### src/rtl/gc_dram_host_pkg.sv
// Shared types and sizing helpers for the GC-DRAM host port.
package gc_dram_host_pkg;

  localparam int unsigned DEF_ADDR_W = 10;
  localparam int unsigned DEF_DATA_W = 64;

  // Request FIFO payload; field widths follow the package defaults.
  typedef struct packed {
    logic                  we;
    logic [DEF_ADDR_W-1:0] addr;
    logic [DEF_DATA_W-1:0] wdata;
  } req_t;

  // Width able to hold the values 0..depth inclusive.
  function automatic int unsigned cnt_w(input int unsigned depth);
    return $clog2(depth + 1);
  endfunction

  // Pointer width for a depth-entry memory, at least one bit.
  function automatic int unsigned ptr_w(input int unsigned depth);
    return (depth > 1) ? $clog2(depth) : 1;
  endfunction

endpackage

### src/rtl/gc_dram_host_port_sync_fifo.sv
// Single-clock FIFO with occupancy count; push while full is accepted when a pop happens in the same cycle.
module sync_fifo
  import gc_dram_host_pkg::*;
#(
  parameter  int unsigned WIDTH = 8,
  parameter  int unsigned DEPTH = 4,
  localparam int unsigned CW    = cnt_w(DEPTH)
) (
  input  logic             clk,
  input  logic             rst,
  input  logic             push,
  input  logic             pop,
  input  logic [WIDTH-1:0] wdata,
  output logic [WIDTH-1:0] rdata,
  output logic             full,
  output logic             empty,
  output logic [CW-1:0]    count
);

  localparam int unsigned PW = ptr_w(DEPTH);

  logic [WIDTH-1:0] mem [DEPTH];
  logic [PW-1:0]    wr_ptr;
  logic [PW-1:0]    rd_ptr;
  logic             do_push;
  logic             do_pop;

  function automatic logic [PW-1:0] bump(input logic [PW-1:0] p);
    return (p == PW'(DEPTH - 1)) ? '0 : p + PW'(1);
  endfunction

  assign full    = (count == CW'(DEPTH));
  assign empty   = (count == '0);
  assign do_pop  = pop && !empty;
  assign do_push = push && (!full || do_pop);
  assign rdata   = mem[rd_ptr];

  always_ff @(posedge clk or negedge rst) begin
    if (!rst) begin
      mem    <= '{default: '0};
      wr_ptr <= '0;
      rd_ptr <= '0;
      count  <= '0;
    end else begin
      if (do_push) begin
        mem[wr_ptr] <= wdata;
        wr_ptr      <= bump(wr_ptr);
      end
      if (do_pop) begin
        rd_ptr <= bump(rd_ptr);
      end
      case ({do_push, do_pop})
        2'b10:   count <= count + CW'(1);
        2'b01:   count <= count - CW'(1);
        default: count <= count;
      endcase
    end
  end

endmodule

### src/rtl/gc_dram_host_port.sv
// Initiator port for the GC-DRAM array: queues client requests, issues them in order
// under read-after-write spacing and response credits, and returns read data.
module gc_dram_host_port
  import gc_dram_host_pkg::*;
#(
  parameter int unsigned ADDR_W    = DEF_ADDR_W,
  parameter int unsigned DATA_W    = DEF_DATA_W,
  parameter int unsigned RD_LAT    = 2,
  parameter int unsigned RAW_WIN   = 2,
  parameter int unsigned REQ_DEPTH = 4,
  parameter int unsigned RSP_DEPTH = 4
) (
  input  logic              clk,
  input  logic              rst,
  input  logic              req_valid,
  output logic              req_ready,
  input  logic              req_we,
  input  logic [ADDR_W-1:0] req_addr,
  input  logic [DATA_W-1:0] req_wdata,
  output logic              rsp_valid,
  input  logic              rsp_ready,
  output logic [DATA_W-1:0] rsp_rdata,
  output logic              we,
  output logic              re,
  output logic [ADDR_W-1:0] waddr,
  output logic [ADDR_W-1:0] raddr,
  output logic [DATA_W-1:0] data_in,
  input  logic [DATA_W-1:0] rd,
  output logic              idle
);

  localparam int unsigned REQ_CW = cnt_w(REQ_DEPTH);
  localparam int unsigned RSP_CW = cnt_w(RSP_DEPTH);
  localparam int unsigned OCC_W  = cnt_w(RSP_DEPTH + RD_LAT + 1);

  req_t              req_in;
  req_t              head;
  logic              req_pop;
  logic              req_full;
  logic              req_empty;
  logic [REQ_CW-1:0] req_count;

  logic              rsp_push;
  logic              rsp_pop;
  logic              rsp_full;
  logic              rsp_empty;
  logic [RSP_CW-1:0] rsp_count;

  logic [RD_LAT:1]   vpipe;
  logic              hist_v [RAW_WIN];
  logic [ADDR_W-1:0] hist_a [RAW_WIN];

  logic              raw_hit;
  logic              credit_ok;
  logic              issue;
  logic [OCC_W-1:0]  occ;
  logic              unused_c;

  assign req_in    = '{we: req_we, addr: req_addr, wdata: req_wdata};
  assign req_ready = !req_full;
  assign rsp_valid = !rsp_empty;
  assign rsp_pop   = rsp_valid && rsp_ready;
  assign rsp_push  = vpipe[RD_LAT];
  assign unused_c  = ^{req_count, rsp_full};

  sync_fifo #(
    .WIDTH ($bits(req_t)),
    .DEPTH (REQ_DEPTH)
  ) u_req_fifo (
    .clk   (clk),
    .rst   (rst),
    .push  (req_valid && req_ready),
    .pop   (req_pop),
    .wdata (req_in),
    .rdata (head),
    .full  (req_full),
    .empty (req_empty),
    .count (req_count)
  );

  sync_fifo #(
    .WIDTH (DATA_W),
    .DEPTH (RSP_DEPTH)
  ) u_rsp_fifo (
    .clk   (clk),
    .rst   (rst),
    .push  (rsp_push),
    .pop   (rsp_pop),
    .wdata (rd),
    .rdata (rsp_rdata),
    .full  (rsp_full),
    .empty (rsp_empty),
    .count (rsp_count)
  );

  // Head read collides with a write issued within the last RAW_WIN cycles.
  always_comb begin
    raw_hit = 1'b0;
    for (int unsigned i = 0; i < RAW_WIN; i++) begin
      if (hist_v[i] && (hist_a[i] == head.addr)) begin
        raw_hit = 1'b1;
      end
    end
  end

  // Slots already claimed in the response FIFO: stored entries plus every read still in the pipe.
  always_comb begin
    occ       = OCC_W'(rsp_count) + OCC_W'(re) + OCC_W'($countones(vpipe));
    credit_ok = (occ < OCC_W'(RSP_DEPTH));
    issue     = !req_empty && (head.we || (!raw_hit && credit_ok));
    req_pop   = issue;
  end

  // Array command registers; address/data hold their last value between operations.
  always_ff @(posedge clk or negedge rst) begin
    if (!rst) begin
      we      <= 1'b0;
      re      <= 1'b0;
      waddr   <= '0;
      raddr   <= '0;
      data_in <= '0;
    end else begin
      we <= issue && head.we;
      re <= issue && !head.we;
      if (issue && head.we) begin
        waddr   <= head.addr;
        data_in <= head.wdata;
      end
      if (issue && !head.we) begin
        raddr <= head.addr;
      end
    end
  end

  // Read-valid pipe, write history and idle flag.
  always_ff @(posedge clk or negedge rst) begin
    if (!rst) begin
      vpipe  <= '0;
      hist_v <= '{default: 1'b0};
      hist_a <= '{default: '0};
      idle   <= 1'b1;
    end else begin
      vpipe     <= (vpipe << 1) | RD_LAT'(re);
      hist_v[0] <= issue && head.we;
      hist_a[0] <= head.addr;
      for (int unsigned i = 1; i < RAW_WIN; i++) begin
        hist_v[i] <= hist_v[i-1];
        hist_a[i] <= hist_a[i-1];
      end
      idle <= req_empty && rsp_empty && !re && (vpipe == '0);
    end
  end

endmodule
### config.mk
export PLATFORM = sky130hd
export DESIGN_NAME = gc_dram_host_port
export DESIGN_NICKNAME = d
export VERILOG_FILES = /design/src/rtl/gc_dram_host_pkg.sv /design/src/rtl/gc_dram_host_port_sync_fifo.sv /design/src/rtl/gc_dram_host_port.sv
export SDC_FILE = /design/constraint.sdc
export NUM_CORES = 1
export LEC_CHECK = 0
export CAP_MARGIN = 30
export CORE_MARGIN = 2
export CORE_UTILIZATION = 62
export DETAILED_ROUTE_END_ITERATION = 12
export DONT_BUFFER_PORTS = 1
export PLACE_DENSITY = 0.78
export SETUP_SLACK_MARGIN = 0.05
export SLEW_MARGIN = 20
export SYNTH_ARGS = -nofsm -noshare
export SYNTH_HDL_FRONTEND = slang
export SYNTH_SLANG_ARGS = --single-unit
### constraint.sdc
create_clock -name clk -period 8.3 [get_ports clk]
set_input_delay 0.415 -clock clk [delete_from_list [all_inputs] [get_ports clk]]
set_output_delay 0.415 -clock clk [all_outputs]
set_load 0.05 [all_outputs]
## Yosys cells after proc, flatten, opt, wreduce, memory -nomap -nowiden

Cells that the tools add are included.

- Bits of input ports: 143
- Word-level logic and storage cells: 111
- Register bits after elaboration: 680
- Output and inout bits: 153

- Bitwise logic cells: 5
- Mux-type cells: 20
- Eq/ne operators: 12
- Order comparisons: 7
- Reductions and logical operators: 32
- Add/sub/neg operators: 11

Operator list:

| operator | number |
|---|---|
| $bwmux W300 | 1 |
| $bwmux W256 | 1 |
| $mux W75 | 3 |
| $mux W64 | 3 |
| $bmux W75 S2 | 1 |
| $demux W75 S2 | 1 |
| $bmux W64 S2 | 1 |
| $demux W64 S2 | 1 |
| $eq A10 B10 Y1 | 2 |
| $logic_and A1 B1 Y1 | 17 |
| $eq A2 B2 Y1 const B | 6 |
| $ge A3 B3 Y1 const B | 4 |
| $not A2 Y3 | 4 |
| $pmux W3 S2 | 2 |
| $add A2 B1 Y2 const B | 4 |
| $mux W2 | 4 |
| $logic_not A1 Y1 | 7 |
| $add A3 B1 Y3 const B | 2 |
| $eq A3 B3 Y1 const B | 2 |
| $logic_not A3 Y1 | 2 |
| $lt A3 B1 Y1 const B | 2 |
| $sub A3 B1 Y3 const B | 2 |
| $eq A2 B1 Y1 const B | 2 |
| $reduce_bool A2 Y1 | 2 |
| 8 further kinds | 11 |

## Logic depth before layout (Yosys ltp)

Gate-level depths: netlist of the first run.

- Depth in word-level cells: 17
- Mapped depth: 14
- Gate-level depth less buffers: 14

## By module

Synthesis of the first run repeated with hierarchy kept, for this count alone.

- Cells, all modules: 1678
- Area total of the unflattened synthesis: 29052.9 um^2

Modules (own cells, without submodules):

| module | area an instance (um^2) | cells an instance | instances | sequential area each (um^2) |
|---|---|---|---|---|
| sync_fifo at u_req_fifo | 13410.4 | 768 | 1 | 7682.4 |
| sync_fifo at u_rsp_fifo | 11536.1 | 658 | 1 | 6581.3 |
| gc_dram_host_port | 4106.4 | 252 | 1 | 2753.9 |

## Worst setup path after synthesis of the first run

No wires, ideal clock.

- Kind: register to register
- Start point: register re
- End point: register u_req_fifo.count[1]
- Setup time: 0.125 ns
- Buffers on the path: 0
- Clock period less this slack: 3.166 ns
- Data arrival time: 3.041 ns
- Slack: 5.134 ns
- Required time: 8.175 ns
- Stages on the path, launching flop included: 13
- Cell sequence: dfrtp_1 -> inv_1 -> fa_1 -> inv_1 -> ha_1 -> a31oi_1 -> xnor2_1 -> a31oi_1 -> o21ai_1 -> a21oi_1 -> ha_1 -> fa_1 -> mux2_2

- Word-level cells in the longest chain between the ends: 11
- Elaborated cells between the ends (all ways): 13
- Those cells by class: add/sub (2); order compare (1); eq/ne (2); mux (1); reduce/logical (7)

RTL lines:

| item | line | text |
|---|---|---|
| from (decl) | gc_dram_host_port.sv:24 | `output logic re,` |
| from (signal assigned) | gc_dram_host_port.sv:124 | `re <= issue && !head.we;` |
| $add A3 B1 Y3 * | gc_dram_host_port.sv:108 | `occ = OCC_W'(rsp_count) + OCC_W'(re) + OCC_W'($countones(vpipe));` |
| $add A3 B2 Y3 * | gc_dram_host_port.sv:108 |  |
| $lt A3 B3 Y1 * | gc_dram_host_port.sv:109 | `credit_ok = (occ < OCC_W'(RSP_DEPTH));` |
| $logic_and A1 B1 Y1 * | gc_dram_host_port.sv:110 | `issue = !req_empty && (head.we \|\| (!raw_hit && credit_ok));` |
| $logic_or A1 B1 Y1 * | gc_dram_host_port.sv:110 |  |
| $logic_and A1 B1 Y1 * | gc_dram_host_port.sv:110 |  |
| $logic_and A1 B1 Y1 * | gc_dram_host_port_sync_fifo.sv:34 | `assign do_pop = pop && !empty;` |
| $logic_or A1 B1 Y1 | gc_dram_host_port_sync_fifo.sv:35 | `assign do_push = push && (!full \|\| do_pop);` |
| $logic_and A1 B1 Y1 | gc_dram_host_port_sync_fifo.sv:35 |  |
| $eq A2 B1 Y1 / $eq A2 B2 Y1 (equally long branches) | gc_dram_host_port_sync_fifo.sv:52 | `case ({do_push, do_pop})` |
| $pmux W3 S2 / $reduce_bool A2 Y1 (equally long branches) | n/a |  |
| to (signal assigned) | gc_dram_host_port_sync_fifo.sv:53 | `2'b10: count <= count + CW'(1);` |
| to (signal assigned) | gc_dram_host_port_sync_fifo.sv:54 | `2'b01: count <= count - CW'(1);` |
| to (signal assigned) | gc_dram_host_port_sync_fifo.sv:55 | `default: count <= count;` |
| to (decl) | gc_dram_host_port_sync_fifo.sv:17 | `output logic [CW-1:0] count` |

Mark *: on every way between the ends. The rest lies on a longest branch, timed or not.
A chain may end at the register's enable or synchronous reset.

==> reports/results.ini, run 1 <==
[setup_path]
cp_max_fo=60
required_ps=8800
endpoint_kind=flip-flop
r2r_setup_slack_ps=4240
critPathMostFrequentCell=xor2_1
critPathKind=reg2reg
arrival_ps=4560
cp_cell_sequence=buf_4 > mux4_2 > xor2_1 > nor3_1 > nand4_1 > o21ai_1 > a21oi_1 > ha_1 > fa_1 > xnor2_1 > nor2_1 > xor2_1
r2r_start=u_req_fifo.rd_ptr[1]$_DFFE_PN0N_
worst_r2r_path_depth=12
timing.critical_path.from=u_req_fifo.rd_ptr[1]$_DFFE_PN0N_
worstReg2RegEnd=u_req_fifo.count[2]$_DFFE_PN0P_
startpoint_type=flip-flop
slowest_delay_ps=820
cp_slowest_cell=buf_4

[clock_network]
postCtsHoldBufs=139
cts_buffer_depth=3
htreeDepth=3
root_buffer=clkbuf_16
cts_tree=yes
clk_pin_slew_ps=60
post-cts-setup-buffers=0
clkLatencyLatePin_ps=590
cts_resized=0
cts_sinks=680
numCtsBuffers=70

[die]
die_area_um2=48100
num_rows=78
start_util_pct=63.1
io_pins=296
die-width_um=219
core_region_area_um2=45600
die_height_um=219

[status]
failed_checks=hold timing, slew limit
status=complete, but fails checks

[route]
vias_per_cell=6.04
dr_total_vias=15056
drt_wl_total_um=58800
drtIter0Drc=925
dr.pass1.iters=4
routedWlPerCell_um=23.6
final_antenna_net_count=0
drc=0

[yosys]
synth_top_area_share_pct=59.1
synth.largest_area_cell=dfrtp_1
synth_compound_area_share_pct=0.409
synth_edf_count=0
avgSynthCellArea_um2=16.8
yosys-top-cells-area=dfrtp_1 59%, mux2_2 24%, mux4_2 11%
synth_area_um2=28800
synth_ff_type=dfrtp_1
ys_warn_count=0
syn_inst=1709
synthXorXnorAreaFrac_pct=0.822
synthMuxAreaShare_pct=36.1
yosys.cell_types.count=39
synthAdderAreaFrac_pct=0.775
yosysSeqAreaShare_pct=59.2
synthArstFlopShare_pct=100
ys_ff_latch=680
synth_top_family_by_area=multiplexers
synth-simple-area-share_pct=1.01
syn_nets=1868

[placement]
place.gp.congestion=0.788
pre_cts_ws_ps=4160
hpwl_um=34300
dpl-instance-area_um2=29200
io_buffers=0

[worst_hold_path]
hold_path.class=in2async

[sta]
slew_headroom_pct=-40.8
max_slew.worst_pin.slew_ps=2110
hold_ws_ps=-484
min_period_ps=4060
fin_tns_setup_ps=0
fin_skew_ps=20.9
fin_crit_sh_pct=48.9
finalHoldViolCount=646
fin_ws_ps=4240
finalSetupViolations=0
drv_slew=439
grt_setup_unrepaired=false
fmax_mhz=246

[layout]
drive_gt1_share_pct=47.9
syn_to_final_growth_pct=14.6
final_area_um2=33000
layout_commonest_cell=dfrtp_1
nets=1995
mostFrequentLayoutCells=675 x dfrtp_1, 625 x mux2_2, 139 x dlygate4sd3_1, 138 x mux4_2, 74 x clkbuf_16

[global_route]
grt_overflow=0
grt_pass1_vias=16438
grt_antenna_before_repair=8
grt_pass1_wl_um=93400
grt_max_degree=681
grt_use_total_pct=25.2

[run]
maxCapViolCount=0

## flip-flops by register name (all words and copies together) (netlist names)
name	cells
u_req_fifo.mem	300
u_rsp_fifo.mem	256
data_in	64
hist_a	20
raddr	10
waddr	10
u_req_fifo.count	3
u_rsp_fifo.count	3
hist_v	2
u_req_fifo.rd_ptr	2
u_req_fifo.wr_ptr	2
u_rsp_fifo.rd_ptr	2
u_rsp_fifo.wr_ptr	2
vpipe	2
idle	1
re	1
## area by class of cell
type	instances	area, µm²
antenna	4	10.0
clock buffer	107	2090
clock inverter	16	174
fill	2815	12600
inverter	18	67.6
multi-input combinational	911	11300
sequential	680	17000
tap	600	751
timing repair buffer	155	1560
## through the flow
stage | std cells | utilization [%]
2_1_floorplan | 1709 | -
3_3_place_gp | 2222 | 64.1
3_5_place_dp | 2222 | 64.1
4_1_cts | 2484 | 72.2
5_1_grt | 2491 | 72.3
6_report | 2491 | 72.3
## cell usage after synthesis (2+ instances only)
cell type and n:
a21oi_1 4, a31oi_1 2, buf_1 14, buf_2 5, buf_4 2, buf_6 2
clkbuf_1 76, dfrtp_1 679, fa_1 3, ha_1 13, inv_1 18, mux2_2 625
mux2_4 9, mux2i_1 10, mux4_2 138, nand2_1 43, nor2_1 7, nor3_1 6
nor4_1 2, o21ai_0 6, or3_1 2, xnor2_1 12, xor2_1 15
## worst max-delay path by stage
stage	end	depth (start not counted)
after floorplan	u_req_fifo.count[1]$_DFFE_PN0P_	12
after global placement	data_in[32]$_DFFE_PN0P_	6
after detailed placement	data_in[33]$_DFFE_PN0P_	6
after CTS	data_in[33]$_DFFE_PN0P_	6
after global routing	u_req_fifo.count[2]$_DFFE_PN0P_	11
final	u_req_fifo.count[2]$_DFFE_PN0P_	12
## critical path, delay by kind of cell, from the launching register on
family	cells	cell delay, ps
adders and majority gates	2	650
muxes	1	490
buffers and inverters	1	820
AOI/OAI and AO/OA	2	420
xor gates and xnor gates	3	480
DFF	1	700
and+or+nand+nor	3	380
## cells by family after synthesis
| kind of cell | count (synthesis) |
|---|---|
| muxes | 782 |
| DFF | 680 |
| buffers and inverters | 118 |
| and+or+nand+nor | 67 |
| xor gates and xnor gates | 27 |
| AOI/OAI and AO/OA | 19 |
| adders and majority gates | 16 |
## metal layers
metal / up-vias / global-route usage (%) / share of wire (%) / routed length [µm]
li1: 6548 / - / - / -
met1: 8082 / 33.4 / 42 / 24500
met2: 334 / 40.5 / 49 / 28600
met3: 84 / 7.25 / 7.3 / 4280
met4: 8 / 8.20 / 2.3 / 1360
met5: - / 0 / 0.095 / 56
Power of run 1 is not shown: default switching activity piles up to over one toggle a cycle in this logic, so the estimate is an artifact.
==> inputs of run 2 (changes only) <==
- CORE_UTILIZATION: 62 -> 57
- PLACE_DENSITY: 0.78 -> 0.75
- clock period: 8.3 -> 3.4 ns (I/O delays scaled with it)
==> run 2 against run 1 <==
  * The flow finishes with violations (hold timing)
  * Maximum frequency rose by 29%
  * Die area rose by 8.6%
  * Hold slack got worse by 240 ps
  * Sequential share of layout area fell by 1.0 points
  * Global-route usage fell by 1.7 points
  * Cell count rose by 4.5%
  * Critical path type unchanged
  * Largest cell class unchanged
==> reports/results.ini, run 2 (synthesis results as in run 1) <==
[sta]
fin_ws_ps=264
drv_slew=0
hold_ws_ps=-723
finalSetupViolations=0
fmax_mhz=319
grt_setup_unrepaired=false
fin_crit_sh_pct=92.2
max_slew.worst_pin.slew_ps=1120
finalHoldViolCount=680
fin_tns_setup_ps=0
slew_headroom_pct=25.4
fin_skew_ps=15.3
min_period_ps=3140

[placement]
place.gp.congestion=0.773
pre_cts_ws_ps=41.0
io_buffers=0
hpwl_um=35100

[route]
routed.top_layer=met5
dr_total_vias=15221
dr.pass1.iters=5
drtIter0Drc=874
dr_wl_met3_um=3360
vias_per_cell=5.85
met2_length_um=29800
drt_wl_total_um=59700
wl_met1_um=25200
final_antenna_net_count=0
drc=0
routedWlPerCell_um=22.9

[die]
die_area_um2=52300
io_pins=296
die-width_um=229
start_util_pct=57.5
die_height_um=229
num_rows=82
core_region_area_um2=50000

[setup_path]
required_ps=3880
endpoint_kind=flip-flop
timing.critical_path.from=u_req_fifo.rd_ptr[0]$_DFFE_PN0N_
worst_r2r_path_depth=13
arrival_ps=3610
critPathKind=reg2reg
r2r_start=u_req_fifo.rd_ptr[0]$_DFFE_PN0N_
startpoint_type=flip-flop
cp_max_fo=6

[global_route]
grt_antenna_before_repair=8
grt_max_degree=681
grt_use_total_pct=23.5
grt_pass1_wl_um=96200
grt_pass1_vias=16846
grt_overflow=0

[layout]
largest_reg_flops=300
mostFrequentLayoutCells=675 x dfrtp_1, 625 x mux2_2, 140 x dlygate4sd3_1, 138 x mux4_2, 76 x clkbuf_16
largest_register=u_req_fifo.mem
syn_to_final_growth_pct=17.0
n_fill_cell=3361
layout_commonest_cell=dfrtp_1
reg.largest.list=u_req_fifo.mem (300), u_rsp_fifo.mem (256), data_in (64)
nets=2026
drive_gt1_share_pct=49.4

[run]
maxCapViolCount=0

[clock_network]
numCtsBuffers=71
clkLatencyLatePin_ps=590
clk_pin_slew_ps=60
htreeDepth=3
cts_sinks=680
root_buffer=clkbuf_16
cts_tree=yes
cts_buffer_depth=3
postCtsHoldBufs=140

[status]
failed_checks=hold timing
status=complete, but fails checks

[worst_hold_path]
hold_path.class=in2async

[run 2: cell count changes in the layout (fill, tap and decap cells not counted), moves of 2 or more]
cell / change
buf_4: +20
clkbuf_1: -6
clkbuf_8: +8
clkinv_2: +3
clkbuf_16: +2
buf_12: +10
bufinv_16: +3
[run 2: final timing paths]
check | to | slack (ps)
setup / recovery | u_req_fifo.count[2]$_DFFE_PN0P_ | 260
hold / removal | u_rsp_fifo.mem[40]$_DFFE_PN0P_ | -720
setup reg to reg | u_req_fifo.count[2]$_DFFE_PN0P_ | 260
hold reg to reg | hist_a[1]$_DFF_PN0_ | 390
max in group asynchronous | u_req_fifo.mem[249]$_DFFE_PN0P_ | 3200
min in group clk | u_req_fifo.wr_ptr[1]$_DFFE_PN0P_ | 90
[run 2: critical path: stages, from the launching register on]
cell     delay (ps)
dfrtp_4         490
buf_12          140
buf_4           130
mux4_2          500
xor2_1          180
nor3_1          180
nand4_1         130
o21ai_2         200
a21oi_2         110
ha_2            230
fa_1            380
xnor2_1         160
nor2_1           60
xor2_1          130
[run 2: timing repair]
| item | in CTS | in global routing |
|---|---|---|
| hold endpoints to repair | 1238 | 680 |
| buffers inserted | 2 | 5 |
| endpoints found under the setup margin | 1 | 2 |
| pin swaps | 0 | 2 |
| resized for setup | 0 | 7 |
[run 2: area by class of cell]
cell class	count	area [µm²]	share of cell area [%]
flip-flops and latches	680	17000	50.6
diodes	5	12.5	0.0372
clock inverters	21	270	0.803
inverters	18	67.6	0.201
clock buffers	111	2220	6.61
well taps	672	841	2.50
repair buffers	185	1890	5.62
multi-input cells	911	11300	33.6
[run 2: routing by layer]
layer	track usage (%)	vias to the layer above
met4	7.23	8
met5	0	-
met1	31.1	8176
met2	39.1	340
met3	5.40	82
li1	-	6615
[run 2: stage by stage]
step | utilization (%) | instance area, µm² | instances
2_1_floorplan | - | 28800 | 1709
5_1_grt | 67.3 | 33600 | 2602
6_report | 67.3 | 33600 | 2603
4_1_cts | 67.2 | 33600 | 2593
3_5_place_dp | 59.3 | 29700 | 2319
3_3_place_gp | 59.3 | 29700 | 2319
Power of run 2 is left out for the same reason.
